$ cat src/rtl/keccak_input_buffer.sv
// keccak_input_buffer: collects 64-bit message words into a 17-word rate block, applies pad10*1, and hands it off by valid/ack.
// Defining KECCAK_INPUT_BUFFER_OVERFLOW_CHK_EN adds a sticky Overflow flag for writes dropped while full.
module keccak_input_buffer #(
  parameter int N          = 64,
  parameter int RATE_WORDS = 17
) (
  input  logic                    Clock,
  input  logic                    Reset,
  input  logic                    Start,
  input  logic [N-1:0]            Din,
  input  logic                    Din_valid,
  input  logic                    Last_block,
  output logic                    Buffer_full,
  output logic [N*RATE_WORDS-1:0] Block_out,
  output logic                    Block_valid,
  output logic                    Block_last,
`ifdef KECCAK_INPUT_BUFFER_OVERFLOW_CHK_EN
  output logic                    Overflow,
`endif
  input  logic                    Block_ack
);
  localparam int CW = $clog2(RATE_WORDS + 1);
  localparam logic [CW-1:0] RW = CW'(RATE_WORDS);
  localparam logic [N-1:0] LO = N'(1);
  localparam logic [N-1:0] HI = {1'b1, {(N-1){1'b0}}};
  typedef enum logic [1:0] {FILL, FULL, FULL_PAD} state_t;
  state_t state;
  logic [CW-1:0] cnt, c;
  logic [N-1:0] words [RATE_WORDS];
  logic [N-1:0] fill_w [RATE_WORDS];
  logic [N-1:0] pad_w [RATE_WORDS];
  logic [N-1:0] pure_w [RATE_WORDS];
  // Unwritten words are always zero, so the pad marks can be XORed straight in.
  always_comb begin
    c = cnt + CW'(Din_valid);
    for (int i = 0; i < RATE_WORDS; i++) begin
      fill_w[i] = (Din_valid && CW'(i) == cnt) ? Din : words[i];
      pad_w[i]  = fill_w[i] ^ ((c != RW && CW'(i) == c) ? LO : '0)
                            ^ ((c != RW && i == RATE_WORDS-1) ? HI : '0);
      pure_w[i] = (i == 0 ? LO : '0) ^ (i == RATE_WORDS-1 ? HI : '0);
    end
  end
  for (genvar g = 0; g < RATE_WORDS; g++) begin : g_out
    assign Block_out[N*g +: N] = words[g];
  end
  always_ff @(posedge Clock) begin
    if (Reset || Start) begin
      state       <= FILL;
      cnt         <= '0;
      words       <= '{default: '0};
      Buffer_full <= 1'b0;
      Block_valid <= 1'b0;
      Block_last  <= 1'b0;
`ifdef KECCAK_INPUT_BUFFER_OVERFLOW_CHK_EN
      Overflow    <= 1'b0;
`endif
    end else begin
      unique case (state)
        FILL:
          if (Last_block) begin
            words       <= pad_w;
            cnt         <= '0;
            state       <= (c == RW) ? FULL_PAD : FULL;
            Buffer_full <= 1'b1;
            Block_valid <= 1'b1;
            Block_last  <= (c != RW);
          end else if (Din_valid) begin
            words <= fill_w;
            cnt   <= cnt + 1'b1;
            if (cnt == RW - 1'b1) begin
              state       <= FULL;
              Buffer_full <= 1'b1;
              Block_valid <= 1'b1;
            end
          end
        FULL:
          if (Block_ack) begin
            words       <= '{default: '0};
            cnt         <= '0;
            state       <= FILL;
            Buffer_full <= 1'b0;
            Block_valid <= 1'b0;
            Block_last  <= 1'b0;
          end
        FULL_PAD:
          if (Block_ack) begin
            words      <= pure_w;
            state      <= FULL;
            Block_last <= 1'b1;
          end
        default: state <= FILL;
      endcase
`ifdef KECCAK_INPUT_BUFFER_OVERFLOW_CHK_EN
      if (state != FILL && (Din_valid || Last_block)) Overflow <= 1'b1;
`endif
    end
  end
endmodule

$ cat config.mk
export PLATFORM = sky130hd
export DESIGN_NAME = keccak_input_buffer
export DESIGN_NICKNAME = d
export VERILOG_FILES = /design/src/rtl/keccak_input_buffer.sv
export SDC_FILE = /design/constraint.sdc
export NUM_CORES = 2
export LEC_CHECK = 0
export BUFFER_PORTS_ARGS = -buffer_cell sky130_fd_sc_hd__buf_2
export CORE_AREA = 2 2 453 455
export CTS_CLUSTER_SIZE = 30
export DETAILED_ROUTE_END_ITERATION = 16
export DIE_AREA = 0 0 455 457
export SLEW_MARGIN = 40
export SYNTH_ARGS = -nofsm -noshare
export SYNTH_HDL_FRONTEND = slang
export SYNTH_SLANG_ARGS = --single-unit
$ cat constraint.sdc
create_clock -name Clock -period 3.1 [get_ports Clock]
set_input_delay 0.775 -clock Clock [delete_from_list [all_inputs] [get_ports Clock]]
set_output_delay 0.775 -clock Clock [all_outputs]
set_load 0.005 [all_outputs]
After elaboration in Yosys (flattened, before gate mapping). Cells that the tools add are included.

Add/sub/neg operators: 2. Eq/ne operators: 42. Muxes and demuxes: 59. Bitwise operators: 18. Reductions and logical operators: 45.

Operators with widths (number): 2-to-1 mux 1088 bit (4); one-hot mux 1088 bit (3 select lines) (1); 2-to-1 mux 64 bit (18); bitwise XOR 64 x 1 -> 64 bit (17); == test 4 x 5 -> 1 bit, first input constant (16); bitwise XOR 64 bit (1); == test 3 x 5 -> 1 bit, first input constant (8); logical AND 1 bit (34); 2-to-1 mux 1 bit (23); == test 2 x 5 -> 1 bit, first input constant (4); AND reduction 4 bit (4); 2-to-1 mux 5 bit (3); 2-to-1 mux 2 bit (6); == test 1 x 5 -> 1 bit, first input constant (2); == test 5 bit, first input constant (2); == test 5 bit, second input constant (2); logical NOT 5 bit (2); one-hot mux 5 bit (2 select lines) (1); inequality test 2 bit, second input constant (3); inequality test 3 bit, second input constant (2); one-hot mux 2 bit (3 select lines) (1); adder 5 x 1 -> 5 bit (1); adder 5 x 1 -> 5 bit, second input constant (1); inequality test 5 bit, second input constant (1); 9 further kinds (9).

Register bits: 1097. Bits of input ports: 70. Output and inout port bits: 1091. Word-level logic and storage cells: 187.

Depth between registers and ports, before layout.
Depth in word-level cells: 8. Gate-level depth with buffers: 12. Mapped depth without buffers: 7.

Worst setup path before layout. No wires, ideal clock.

Path kind: input -> register. Start point: in Din_valid. End point: reg state[0]. Library setup time: 119 ps. Arrival time: 2659 ps. Slack: 322 ps. Cell stages on the path: 8. Path buffers: 1. Path through: ha_1 -> ha_1 -> buf_2 -> xor2_1 -> or4b_2 -> a21oi_1 -> a21boi_0 -> o221a_2.

Word-level cells in the longest chain between the ends: 5. Elaborated cells between the ends (all ways): 7. Classes of those cells: add/sub (1); eq/ne (2); mux (3); reduce/logical (1).

Ends and longest elaborated chain: start, declared (RTL line 11) `input logic Din_valid,`; adder 5 x 1 -> 5 bit (RTL line 35) `c = cnt + CW'(Din_valid);`; == test 5 bit (RTL line 63) `state <= (c == RW) ? FULL_PAD : FULL;`; 2-to-1 mux 2 bit (RTL line 63); 2-to-1 mux 2 bit (RTL line 60) `if (Last_block) begin`; one-hot mux 2 bit (3 select lines) (RTL line 58) `unique case (state)`; end signal, assigned (RTL line 63); end, declared (RTL line 27) `state_t state;`.

Several ways; a longest one is shown, not always the timed one. A chain may end at the register's enable or synchronous reset.

Final worst setup path.
Start point: reg state[0]. End point: reg words (netlist bit Block_out[653]).

Word-level cells in the longest chain between the ends: 3. Elaborated cells between the ends (all ways): 9. Classes of those cells: eq/ne (5); mux (1); reduce/logical (3).

Ends and longest elaborated chain: == test 2 x 1 -> 1 bit (tied with other cells) (RTL line 58); inequality test 2 bit (no source line) (tied with other cells); AND reduction 4 bit (no source line); end signal, assigned (RTL line 61) `words <= pad_w;`; end signal, assigned (RTL line 68) `words <= fill_w;`; end signal, assigned (RTL line 87) `words <= pure_w;`; end, declared (RTL line 29) `logic [N-1:0] words [RATE_WORDS];`.

Several ways; a longest one is shown, not always the timed one.

==> flow_summary.yaml <==
sta:
  tightest_slew_ns: 0.981
  finalCriticalPeriod_ns: 3.06
  post-route-period-util_pct: 98.7
  rsz0062_at_grt: "no"
  setup_viol: 0
  hold_viol: 0
  skew_ns: 0.0648
  slew_violations: 0
  relSlewSlack_pct: 34.6
  max_freq_mhz: 327
  tns_ns: 0
drt:
  dr_wl_met2_um: 87300
  routedWlPerCell_um: 25.3
  drc: 0
  ant_nets: 0
  wl_met3_um: 22700
  drtIter0Drc: 5117
  highest_layer: "met5"
  wl_met1_um: 76800
  drtPass1Iterations: 7
  num_vias: 37700
  vias_per_cell: 4.82
  wl_um: 199000
worst_setup_path:
  cp-startpoint: "state[0]"
  crit_fanout: 35
  critPathSlowestCell: "and2_2"
  critical_path.endpoint_type: "register"
  worstPathRequired_ns: 3.74
  arrival_ns: 3.70
  crit_path_max_incr_delay_ns: 0.84
  crit_top_cell: "inv_1"
  r2r-start: "state[0]"
  critical_path_class: "reg -> reg"
  crit_chain: "inv_1 > ha_1 > inv_1 > and4_2 > buf_12 > and2_2 > a22oi_1 > nor2_1"
  startpoint_type: "register"
placement:
  dpl.cell_count: 7619
  dp_hpwl_um: 141000
  portBuffers: 1160
  place_congestion: 0.880
grt:
  grt_use_total_pct: 17.9
  grt_overflow: 0
  grt_pass1_wl_um: 268000
  antenna_found_initial: 20
  grt_pass1_vias: 34500
  grt_max_degree: 122
synthesis:
  ys.flop_type: "dfxtp_1"
  ys_ff_latch: 1097
  synth_top_cell_by_area: "dfxtp_1"
  yosys-top-cells-area: "dfxtp_1 56%, a22oi_1 20%, nor2_1 10%"
  synth_most_common_cell: "dfxtp_1"
  syn_nets: 4139
  synth-edff-count: 0
  synth_top_area_share_pct: 56.0
  ys_types: 53
  yosys_warnings: 0
  syn_area_mm2: 0.0392
  synth_commonest_cells: "1097 x dfxtp_1, 1082 x nor2_1, 1066 x a22oi_1, 259 x clkbuf_1, 80 x buf_6"
  avgSynthCellArea_um2: 9.66
  synthArstFlopShare_pct: 0
  yosysSeqAreaShare_pct: 56.0
  synth_cells: 4057
layout:
  fin_nets: 5130
  layout-drive-gt1-share_pct: 31.5
  n_fill_cell: 21800
  syn_to_final_growth_pct: 32.5
  stdcell_count: 7837
floorplan:
  die_y_um: 457
  die-area_mm2: 0.208
  dieWidth_um: 455
  rows: 166
  initial_utilization_pct: 19.3
  boundaryPins: 1161
  coreArea_mm2: 0.203
hold_path:
  min_from: "Din[49]"
  worstHoldPathType: "in -> reg"
clock_network:
  numCtsBuffers: 114
  htree_levels: 3
  cts_tree: "built"
  clk_latency_ns: 0.77
  clock_path_buffers: 3
  cts.sinks: 1097
  clk_pin_slew_ns: 0.07
  root_buffer: "clkbuf_16"
  cts_hold_buf: 0
job:
  drv_cap: 0
power:
  ir_worst_vdd_mv: 0.447
  pwr_density_cell_mw_per_mm2: 597
  p_leak_nw: 21.0
run_status:
  status: "finished, final reports clean"
==> worst paths after layout <==
kind                                   endpoint  slack, ns  cells after the start
worst max-delay path             Block_out[653]       0.04                      8
worst min-delay path            Block_out[1009]       0.29                      3
worst max register to register   Block_out[653]       0.04                      8
worst min register to register       Block_last       0.48                      2
==> area by class of cell <==
type                       instances  area [µm²]  area share (%)
clock inverter                    38         567            1.09
sequential                      1097       22000            42.3
tap                             2688        3360            6.48
multi-input combinational       2465       14600            28.0
clock buffer                     171        3340            6.43
timing repair buffer            1359        8070            15.6
inverter                          11        41.3          0.0795
antenna                            8        20.0          0.0386
==> worst max-delay path: cells and delay by family (launching register included) <==
family / cells / cell delay (ns)
compound gates: 1 / 0.20
simple gates: 3 / 1.23
flops: 1 / 0.41
buf+inv: 3 / 0.46
fa+ha+maj: 1 / 0.50
==> cells in the final DEF, fill, tap and decap left out, drive strengths merged, types with 5 or more instances in the layout <==
cell and instances:
nor2b 28, o21ai 39, a22oi 1066, a21oi 9, mux2i 19, and2 72, and3 14, a32o 11
clkinv 21, clkbuf 171, nand2 20, bufinv 9, nand4 5, diode 8, buf 1359, nand3 8
dfxtp 1097, or3 12, xnor2 8, nor3 9, ha 12, inv 16, nor2 1082
==> state kept, by name, indices dropped and copies added (netlist names) <==
signal       count
Block_valid      1
Block_last       1
state            2
Block_out     1088
cnt              5
==> per-layer routing <==
| metal | GRT usage [%] | up-vias |
|---|---|---|
| met5 | 0 | - |
| met1 | 22.1 | 18400 |
| met2 | 27.4 | 2553 |
| met4 | 10.0 | 4 |
| li1 | - | 16200 |
| met3 | 5.59 | 507 |
==> metrics by stage <==
step	utilization [%]	power [W]	cell area, µm²	worst slack (ns)	hold WS (ns)
floorplan	-	0.0156	39200	0.322	0.461
global placement	23.5	0.0169	47800	-0.142	0.454
detailed placement	23.6	0.0169	48000	-0.262	0.473
CTS	25.5	0.0312	51900	0.0763	0.205
global route	25.5	0.0319	51900	0.00719	0.269
finish	25.5	0.0310	51900	0.0418	0.292
==> repair_timing <==
action	in CTS	in global routing
gates resized for setup	1	3
pin swaps	1	0
hold endpoints to repair	0	0
endpoints found under the setup margin	10	4
buffers inserted	1	0
==> report_power, final <==
part | leakage, nW | internal, W | switching, W | total [W]
clock network | 1.90 | 0.00821 | 0.00612 | 0.0143
registers | 8.84 | 0.0141 | 0.0000235 | 0.0142
logic | 10.3 | 0.000541 | 0.00197 | 0.00251
==> cell families (layout without fill, tap and decap cells) <==
kind of cell	Yosys count	in the layout	share of synthesized area (%)
xor+xnor	11	11	0.265
simple gates	1276	1276	13.4
mux	21	21	0.543
compound gates	1145	1145	22.2
fa+ha+maj	12	12	0.383
buf+inv	495	1579	7.12
other cells	0	8	0
flops	1097	1097	56.0
Note: power is estimated with default switching activity, not from simulation.
